$ cat src/rtl/noc_rx_interface.sv
// noc_rx_interface: receive end of a tree-NoC router output port.
// Terminates a four-phase bundled-data channel, filters packets on the
// destination field, queues matches in a small FIFO and presents them to the
// PE over valid/ready.
// Optional build macro RX_PKT_CNT_EN adds a 16-bit wrapping count of
// accepted packets (rx_cnt).
//
// state   | meaning
// --------+---------------------------------------------------------------
// IDLE    | waiting for a synchronized request while the FIFO has room
// CAPTURE | sample data_in: queue it on an address match, else count a drop
// ACK_HI  | acknowledge raised
// WAIT_LO | hold acknowledge until the request returns low
module noc_rx_interface #(
  parameter int                    WIDTH_packet = 14,
  parameter int                    WIDTH_addr   = 3,
  parameter logic [WIDTH_addr-1:0] NODE_ADDR    = 3'b000,
  parameter int                    DEPTH        = 4,
  parameter int                    SYNC_STAGES  = 2
) (
  input  logic                    clk,
  input  logic                    rst_n,
  input  logic                    req_in,
  input  logic [WIDTH_packet-1:0] data_in,
  output logic                    ack_out,
  output logic                    pkt_valid,
  input  logic                    pkt_ready,
  output logic [WIDTH_addr-1:0]   pkt_src,
  output logic [7:0]              pkt_data,
  output logic [7:0]              drop_cnt,
`ifdef RX_PKT_CNT_EN
  output logic [15:0]             rx_cnt,
`endif
  output logic                    fifo_full
);

  localparam int PAY_W = 8;
  localparam int AW    = $clog2(DEPTH);

  typedef enum logic [1:0] {
    IDLE    = 2'd0,
    CAPTURE = 2'd1,
    ACK_HI  = 2'd2,
    WAIT_LO = 2'd3
  } state_t;

  state_t                   state, state_nxt;
  logic                     ack_nxt;
  logic [SYNC_STAGES-1:0]   req_sync;
  logic                     req_s;
  logic [AW:0]              wr_ptr, rd_ptr;
  logic [WIDTH_packet-1:0]  mem [DEPTH];
  logic [WIDTH_packet-1:0]  head;
  logic                     fifo_empty;
  logic                     dest_match;
  logic                     wr_en, rd_en;

  assign req_s      = req_sync[SYNC_STAGES-1];
  assign dest_match = (data_in[PAY_W +: WIDTH_addr] == NODE_ADDR);
  assign wr_en      = (state == CAPTURE) && dest_match;
  assign fifo_empty = (wr_ptr == rd_ptr);
  assign fifo_full  = (wr_ptr[AW] != rd_ptr[AW]) &&
                      (wr_ptr[AW-1:0] == rd_ptr[AW-1:0]);
  assign pkt_valid  = !fifo_empty;
  assign rd_en      = pkt_valid && pkt_ready;
  assign head       = mem[rd_ptr[AW-1:0]];
  assign pkt_src    = fifo_empty ? '0 : head[PAY_W+WIDTH_addr +: WIDTH_addr];
  assign pkt_data   = fifo_empty ? '0 : head[PAY_W-1:0];

  // Request synchronizer; data_in is only looked at once req_s is high.
  always_ff @(posedge clk or negedge rst_n) begin
    if (!rst_n) req_sync <= '0;
    else        req_sync <= {req_sync[SYNC_STAGES-2:0], req_in};
  end

  // Handshake state and registered acknowledge.
  always_ff @(posedge clk or negedge rst_n) begin
    if (!rst_n) begin
      state   <= IDLE;
      ack_out <= 1'b0;
    end else begin
      state   <= state_nxt;
      ack_out <= ack_nxt;
    end
  end

  // Next state; ack_nxt is the value ack_out takes in the next state, so the
  // acknowledge comes straight from a flop.
  always_comb begin
    state_nxt = state;
    ack_nxt   = 1'b0;
    case (state)
      IDLE:    if (req_s && !fifo_full) state_nxt = CAPTURE;
      CAPTURE: begin
        state_nxt = ACK_HI;
        ack_nxt   = 1'b1;
      end
      ACK_HI:  begin
        state_nxt = WAIT_LO;
        ack_nxt   = 1'b1;
      end
      WAIT_LO: begin
        if (!req_s) state_nxt = IDLE;
        else        ack_nxt   = 1'b1;
      end
      default: state_nxt = IDLE;
    endcase
  end

  // FIFO storage; contents need no reset because the outputs are gated by empty.
  always_ff @(posedge clk) begin
    if (wr_en) mem[wr_ptr[AW-1:0]] <= data_in;
  end

  // FIFO pointers, extra MSB distinguishes full from empty.
  always_ff @(posedge clk or negedge rst_n) begin
    if (!rst_n) begin
      wr_ptr <= '0;
      rd_ptr <= '0;
    end else begin
      if (wr_en) wr_ptr <= wr_ptr + 1'b1;
      if (rd_en) rd_ptr <= rd_ptr + 1'b1;
    end
  end

  // Misroute counter, saturating so it never wraps back to a small value.
  always_ff @(posedge clk or negedge rst_n) begin
    if (!rst_n)
      drop_cnt <= '0;
    else if ((state == CAPTURE) && !dest_match && (drop_cnt != 8'hFF))
      drop_cnt <= drop_cnt + 8'd1;
  end

`ifdef RX_PKT_CNT_EN
  // Accepted-packet counter, wraps.
  always_ff @(posedge clk or negedge rst_n) begin
    if (!rst_n)     rx_cnt <= '0;
    else if (wr_en) rx_cnt <= rx_cnt + 16'd1;
  end
`endif

endmodule
$ cat config.mk
export PLATFORM = sky130hd
export DESIGN_NAME = noc_rx_interface
export DESIGN_NICKNAME = d
export VERILOG_FILES = /design/src/rtl/noc_rx_interface.sv
export SDC_FILE = /design/constraint.sdc
export NUM_CORES = 1
export LEC_CHECK = 0
export CORE_MARGIN = 5
export CORE_UTILIZATION = 58
export CTS_CLUSTER_SIZE = 30
export DETAILED_ROUTE_END_ITERATION = 7
export PLACE_DENSITY_LB_ADDON = 0.2
export SLEW_MARGIN = 20
export SYNTH_ARGS = -nofsm -noshare
export SYNTH_HDL_FRONTEND = slang
export SYNTH_SLANG_ARGS = --single-unit
$ cat constraint.sdc
create_clock -name clk -period 4.6 [get_ports clk]
set_input_delay 0.69 -clock clk [delete_from_list [all_inputs] [get_ports clk]]
set_output_delay 0.69 -clock clk [all_outputs]
set_load 0.05 [all_outputs]
==> reports/qor.log, run 1 <==
INFO  setup_path     worst-r2r-cell-count=4
INFO  die            die_x=79.0microns
INFO  logic_synthesis ys_top_cells_by_area=edfxtp_1 (48%), dfrtp_1 (17%), mux4_2 (7.3%), ha_1 (5.0%), and2_1 (2.9%)
INFO  routing        detail_route.vias_per_cell=5.68
INFO  grt            gr-total-overflow=0
INFO  logic_synthesis synth.cell_area=0.00276sqmm
INFO  placed_design  port_buffers=39
INFO  status         outcome=complete, no violations
INFO  logic_synthesis post_synthesis_mean_instance_area=16.0squm
INFO  layout         layout.nets=248
INFO  routing        routed_wirelength=4880microns
INFO  sta            final-max-slew-violation-count=0
INFO  sta            period_minus_ws_final=3380ps
INFO  die            initial_util=0.592
INFO  logic_synthesis muxShareOfSynthArea=0.126
INFO  sta            finClkSkew=7.31ps
INFO  hold_path      hold_wc_startpoint=req_sync[0]
INFO  routing        routed-via-count=1,579
INFO  setup_path     r2r_end=rd_ptr[1]
INFO  grt            global_route.usage.total=0.177
INFO  routing        dr.first_iter.drc_count=88
INFO  logic_synthesis synthesis.instances=172
INFO  layout         final_common_cell=edfxtp_1
INFO  die            die_h=79.0microns
INFO  routing        drc=0
INFO  setup_path     setup.worst_path.class=reg2out
INFO  logic_synthesis syn_nets=201
INFO  setup_path     worstSetupStartpointType=register
INFO  grt            grt_pass1_vias=1,680
INFO  sta            tightestPinTransition=892ps
INFO  sta            slew-limit-headroom=0.403
INFO  logic_synthesis yosysTopAreaCellShare=0.479
INFO  setup_path     arrival=2690ps
INFO  setup_path     crit_path_max_fanout=14
INFO  routing        detail_route.first_pass.iterations=4
INFO  clocking       cts_setup_buffers=0
INFO  job            maxCapViolCount=0
INFO  logic_synthesis complex_gate_fraction_of_the_synthesized_area=0.0227
INFO  layout         layout.cells.most_common_list=edfxtp_1 (44), clkdlybuf4s50_1 (39), dfrtp_1 (19)
INFO  sta            finalSetupViolations=0
INFO  logic_synthesis post_synthesis_register_bit_count=63
INFO  logic_synthesis synth_top_area_cell=edfxtp_1
INFO  routing        antenna_viol_nets_final=0
INFO  sta            final_cycle_utilization_of_the_critical_path=0.734
INFO  clocking       clock_buffers_created_by_tritoncts=9
INFO  clocking       post_cts.resized_instances=0
INFO  clocking       holdBufCountCts=0
INFO  pwr            irDropWorstVdd=411uV
INFO  pwr            cellPowerDensity=741mW/mm^2
INFO  logic_synthesis synth.yosys.warnings=0
INFO  logic_synthesis synth_adder_area_share=0.0499
INFO  die            num_rows=25
INFO  placed_design  placed_cells_incl_taps=262
INFO  placed_design  globalplace.congestion=0.861
INFO  pwr            total_leakage_power=1.29nW
INFO  clocking       numClockSinks=63
INFO  clocking       insertion_delay=330ps
INFO  die            die-area=0.00624sqmm
INFO  logic_synthesis combinational_family_with_the_most_area_after_synthesis=multiplexers
INFO  routing        wl_per_cell=17.5microns
INFO  layout         num_antenna_cells=0
INFO  hold_path      timing.hold.worst.class=reg2reg
INFO  clocking       root_buffer=clkbuf_8
INFO  layout         area_growth=22.2%
INFO  sta            fin_tns_setup=0ps
INFO  sta            holdWs=349ps
INFO  logic_synthesis synthDistinctLibCells=35
INFO  setup_path     cp.required=3910ps
INFO  clocking       ctsHtreeMaxLevel=3
INFO  grt            pin_count_of_the_biggest_net_entering_global_routing=20
INFO  setup_path     ff2ff_setup_slack=2580ps
INFO  setup_path     critical_path.reg2reg.startpoint=rd_ptr[0]
INFO  clocking       cts_tree=done
INFO  clocking       path_clk_slew=60ps
INFO  layout         layoutNonFillerInstCount=278
INFO  hold_path      hold-path-cell-count=0
INFO  sta            unrepaired_setup_endpoints_after_global_routing=no
INFO  setup_path     critPathCaptureType=output pin
INFO  pwr            power.total=2.50mW
INFO  die            floorplan.io_pins=40
INFO  hold_path      worst_hold_path.endpoint=req_sync[1]
INFO  sta            hold_viol_final=0
INFO  layout         final.fill_count=309
INFO  placed_design  dpl.hpwl=3360microns
INFO  setup_path     crit_start=rd_ptr[0]
INFO  logic_synthesis synthSimpleGateAreaFrac=0.109
INFO  sta            timing.fmax=296MHz
INFO  die            core_area=0.00466sqmm
INFO  logic_synthesis synth_xor_area_frac=0.0254
INFO  layout         drive_gt1_frac=0.152
INFO  clocking       clockBufferDepth=2
INFO  grt            antenna_violations_before_repair=0
INFO  logic_synthesis synth_seq_area_share=0.651
INFO  grt            grt_pass1_wl=8180microns
-- state kept, by name (all words and copies together) (netlist names) --
name      flops
ack_out       1
drop_cnt      8
mem          44
rd_ptr        3
req_sync      2
state         2
wr_ptr        3
-- worst max path at each step --
stage                       end  cells after the start
CTS                 pkt_data[2]                      4
global route        pkt_data[2]                      4
global placement    pkt_data[7]                      3
finish              pkt_data[2]                      4
detailed placement  pkt_data[2]                      4
floorplan           pkt_data[0]                      4
-- logic make-up after synthesis --
logic type	after synthesis
DFF	63
muxes	19
AOI/OAI and AO/OA	9
xor gates and xnor gates	8
adders and majority gates	11
and+or+nand+nor	53
buffers and inverters	9
-- through the flow --
stage	utilization	setup WS (ps)	area [sq um]
final	0.723	1220	3370
after global routing	0.723	998	3370
after global placement	0.686	1550	3200
after floorplan	-	2400	2760
after detailed placement	0.686	1500	3200
after CTS	0.723	1140	3370
-- where the power goes --
| part | internal [mW] | total [mW] | switching, mW |
|---|---|---|---|
| clock | 0.223 | 0.419 | 0.195 |
| combinational | 0.514 | 1.26 | 0.746 |
| sequential | 0.691 | 0.822 | 0.131 |
| total | 1.43 | 2.50 | 1.07 |
-- final cells by class --
class                      instances  area, sq um  share of cell area
sequential                        63         1800               0.533
inverter                           6         22.5             0.00668
clock inverter                     3         17.5             0.00519
clock buffer                      13          159              0.0471
timing repair buffer              39          390               0.116
tap                               54         67.6              0.0200
multi-input combinational        100          918               0.272
-- worst max-delay path, stage by stage (launching register included) --
cell	delay [ps]
dfrtp_1	860
xnor2_1	200
nand3b_2	300
and2_1	190
clkdlybuf4s50_1	800
-- cell usage after synthesis --
master and instances:
nor2b_2 1, nand2_1 9, o211ai_1 1, buf_2 2, mux2_2 4, inv_1 6
xnor2_1 6, mux2_4 1, mux2i_1 2, a21oi_1 3, nand3b_2 1, o32a_1 1
mux2_1 1, nand2b_1 1, ha_1 11, nor3_2 1, nor4_2 1, o32ai_1 1
and2_1 13, and3_1 7, buf_6 1, nor3b_1 1, or2_2 1, nand4_1 3
o21a_1 1, a31oi_1 1, mux4_1 2, nand3_1 5, nor2_1 8, a21boi_0 1
xor2_1 2, edfxtp_1 44, dfrtp_1 19, nand2_2 1, mux4_2 9
-- metal layers --
| metal | part of all wire | routed length, microns | track usage |
|---|---|---|---|
| met4 | 0.0082 | 40 | 0.0653 |
| met2 | 0.53 | 2570 | 0.307 |
| met3 | 0.043 | 208 | 0.0544 |
| met5 | 0 | 0 | 0 |
| met1 | 0.42 | 2060 | 0.205 |
(Power assumes the default switching activity.)
==> inputs of run 2 (changes only) <==
CORE_UTILIZATION = 48   (was 58)
clock period = 2.7 ns   (was 4.6 ns; I/O delays follow)
==> reports/qor.log, run 2 (synthesis gave the netlist of run 1 again) <==
INFO  clocking       path_clk_slew=60ps [about the same]
INFO  pwr            power_frac_clock=0.152 [-0.015]
INFO  sta            finalSetupViolations=0 [unchanged]
INFO  layout         num_antenna_cells=0 [unchanged]
INFO  placed_design  placed_cells_incl_taps=282 [+7.6%]
INFO  die            die_x=85.8microns [+8.7%]
INFO  setup_path     critical-path-slowest-cell=dfrtp_1
INFO  setup_path     setup.worst_path.class=reg2out
INFO  routing        routed_wirelength=4960microns [+1.7%]
INFO  pwr            netSwitchingFraction=0.422 [-0.00640]
INFO  setup_path     critPathCaptureType=output pin
INFO  grt            grt_pass1_vias=1,755 [+4.5%]
INFO  routing        detail_route.vias_per_cell=5.40 [-4.9%]
INFO  grt            gr-total-overflow=0 [unchanged]
INFO  layout         drive_gt1_frac=0.217 [+0.0650]
INFO  sta            fin_tns_setup=0ps [unchanged]
INFO  routing        antenna_viol_nets_final=0 [unchanged]
INFO  clocking       ctsHtreeMaxLevel=3 [unchanged]
INFO  job            maxCapViolCount=0 [unchanged]
INFO  clocking       clock_buffers_created_by_tritoncts=9 [unchanged]
INFO  layout         layout.cells.most_common_list=edfxtp_1 (44), clkdlybuf4s50_1 (26), dfrtp_1 (19)
INFO  setup_path     list_of_cells_traversed_by_the_critical_path=buf_4 -> xnor2_1 -> nand3b_2 -> and2_1 -> buf_4
INFO  pwr            p_switching=1.89mW [+76%]
INFO  setup_path     cp.required=2300ps [-1610 ps]
INFO  layout         final_common_cell=edfxtp_1
INFO  grt            grt_pass1_wl=8330microns [+1.8%]
INFO  layout         layoutNonFillerInstCount=298 [+7.2%]
INFO  clocking       clockBufferDepth=2 [unchanged]
INFO  pwr            cellInternalPower=2.58mW [+81%]
INFO  die            core_area=0.00554sqmm [+19%]
INFO  sta            final_cycle_utilization_of_the_critical_path=0.845
INFO  clocking       cts_tree=done
INFO  layout         layout.core_utilization=0.624 [-0.0997]
INFO  die            die_h=85.8microns [+8.7%]
INFO  setup_path     crit_start=rd_ptr[0]
INFO  setup_path     r2r_end=mem[3][0]
INFO  hold_path      hold_wc_startpoint=req_sync[0]
INFO  clocking       post_cts.resized_instances=0 [unchanged]
INFO  setup_path     ff2ff_setup_slack=880ps [-1700 ps]
INFO  pwr            comb_power_share=0.549 [+0.045]
INFO  routing        wl_per_cell=16.6microns [-5.1%]
INFO  routing        dr.first_iter.drc_count=74 [-16%]
INFO  clocking       numClockSinks=63 [unchanged]
INFO  routing        drc=0 [unchanged]
INFO  grt            antenna_violations_before_repair=0 [unchanged]
INFO  layout         largest_register_ffs=44 [unchanged]
INFO  clocking       holdBufCountCts=0 [unchanged]
INFO  setup_path     critical_path.reg2reg.startpoint=state[1]
INFO  placed_design  port_buffers=39 [unchanged]
INFO  setup_path     worst_path_top_cell_family_by_delay=simple AND/OR/NAND/NOR gates
INFO  clocking       cts_setup_buffers=0 [unchanged]
INFO  clocking       insertion_delay=320ps [about the same]
INFO  placed_design  dpl.hpwl=3510microns [+4.3%]
INFO  hold_path      hold-path-cell-count=0 [unchanged]
INFO  sta            finClkSkew=4.96ps [-2.35 ps]
INFO  sta            hold_viol_final=0 [unchanged]
INFO  setup_path     arrival=1880ps [-810 ps]
INFO  setup_path     worst-r2r-cell-count=3 [-1]
INFO  setup_path     worstSetupStartpointType=register
INFO  pwr            irDropWorstVdd=756uV [+84%]
INFO  die            die-area=0.00736sqmm [+18%]
INFO  placed_design  globalplace.congestion=0.822 [-4.6%]
INFO  pwr            power.share.sequential=0.299 [-0.030]
INFO  sta            tightestPinTransition=881ps [-11.7 ps]
INFO  grt            pin_count_of_the_biggest_net_entering_global_routing=20 [unchanged]
INFO  die            initial_util=0.498 [-0.0940]
INFO  routing        routed-via-count=1,609 [+1.9%]
INFO  die            num_rows=27 [+8.0%]
INFO  setup_path     worst-path-buf-inv=2 [+1]
INFO  clocking       root_buffer=clkbuf_8
INFO  setup_path     crit_path_max_fanout=14 [unchanged]
INFO  sta            unrepaired_setup_endpoints_after_global_routing=no
INFO  pwr            power.total=4.47mW [+79%]
INFO  grt            global_route.usage.total=0.150 [-0.0265]
INFO  hold_path      timing.hold.worst.class=reg2reg
INFO  pwr            total_leakage_power=1.34nW [+3.9%]
INFO  sta            final-max-slew-violation-count=0 [unchanged]
INFO  sta            period_minus_ws_final=2280ps
INFO  sta            timing.fmax=439MHz
INFO  sta            slew-limit-headroom=0.411 [+0.00785]
INFO  layout         area_growth=25.3%
INFO  pwr            cellPowerDensity=1290mW/mm^2 [+74%]
INFO  die            floorplan.io_pins=40 [unchanged]
INFO  hold_path      worst_hold_path.endpoint=req_sync[1]
INFO  setup_path     critical-path-max-stage-delay=360ps [-500 ps]
INFO  status         outcome=complete, no violations
INFO  routing        detail_route.first_pass.iterations=4 [unchanged]
INFO  setup_path     crit_path_frequent_cell=buf_4
INFO  layout         layout.nets=250 [+0.81%]
-- run 2: cell types whose count changed in the layout (fill, tap and decap cells not counted), sizes merged --
cell and change:
buf +15, clkbuf -1, clkdlybuf4s50 -13, clkinv +1
-- run 2: worst reg2reg max path, delay by kind of cell (launching register included) --
family	cells	cell delay [ps]
AND/OR/NAND/NOR	1	590
flip-flops	1	440
buffers and inverters	1	160
adder cells (fa/ha/maj)	1	270
-- run 2: power by group through the flow --
stage | combinational, mW | clock [mW] | sequential [mW]
after floorplan | 1.44 | 0 | 1.51
after global placement | 2.41 | 0 | 1.34
after detailed placement | 2.47 | 0 | 1.35
after CTS | 2.48 | 0.705 | 1.33
after global routing | 2.61 | 0.752 | 1.35
final | 2.45 | 0.679 | 1.34
-- run 2: area by class of cell --
type,instances,area [sq um]
timing repair buffer,41,460
inverter,6,22.5
sequential,63,1800
tap,72,90.1
clock inverter,4,22.5
multi-input combinational,100,918
clock buffer,12,145
fill,428,2080
-- run 2: through the flow --
| stage | hold WS, ps | instance area, sq um | setup slack (ps) |
|---|---|---|---|
| 4_1_cts | 350 | 3460 | 367 |
| 2_1_floorplan | 109 | 2760 | 783 |
| 6_report | 349 | 3460 | 420 |
| 3_5_place_dp | 335 | 3290 | 471 |
| 5_1_grt | 362 | 3460 | 258 |
| 3_3_place_gp | 335 | 3290 | 543 |
-- run 2: worst max path at each step --
stage	endpoint	slack, ps	cells after the start
after floorplan	pkt_data[0]	780	4
after global placement	mem[3][1]	540	3
after detailed placement	mem[3][1]	470	3
after CTS	pkt_data[0]	370	5
after global routing	pkt_data[0]	260	5
final	pkt_data[0]	420	5
-- run 2: metal layers --
layer / GRT usage / vias to the layer above / part of all wire
met3: 0.0336 / 12 / 0.051
li1: - / 747 / -
met2: 0.254 / 64 / 0.52
met5: 0 / - / 0
met4: 0.0734 / 0 / 0.023
met1: 0.181 / 786 / 0.40
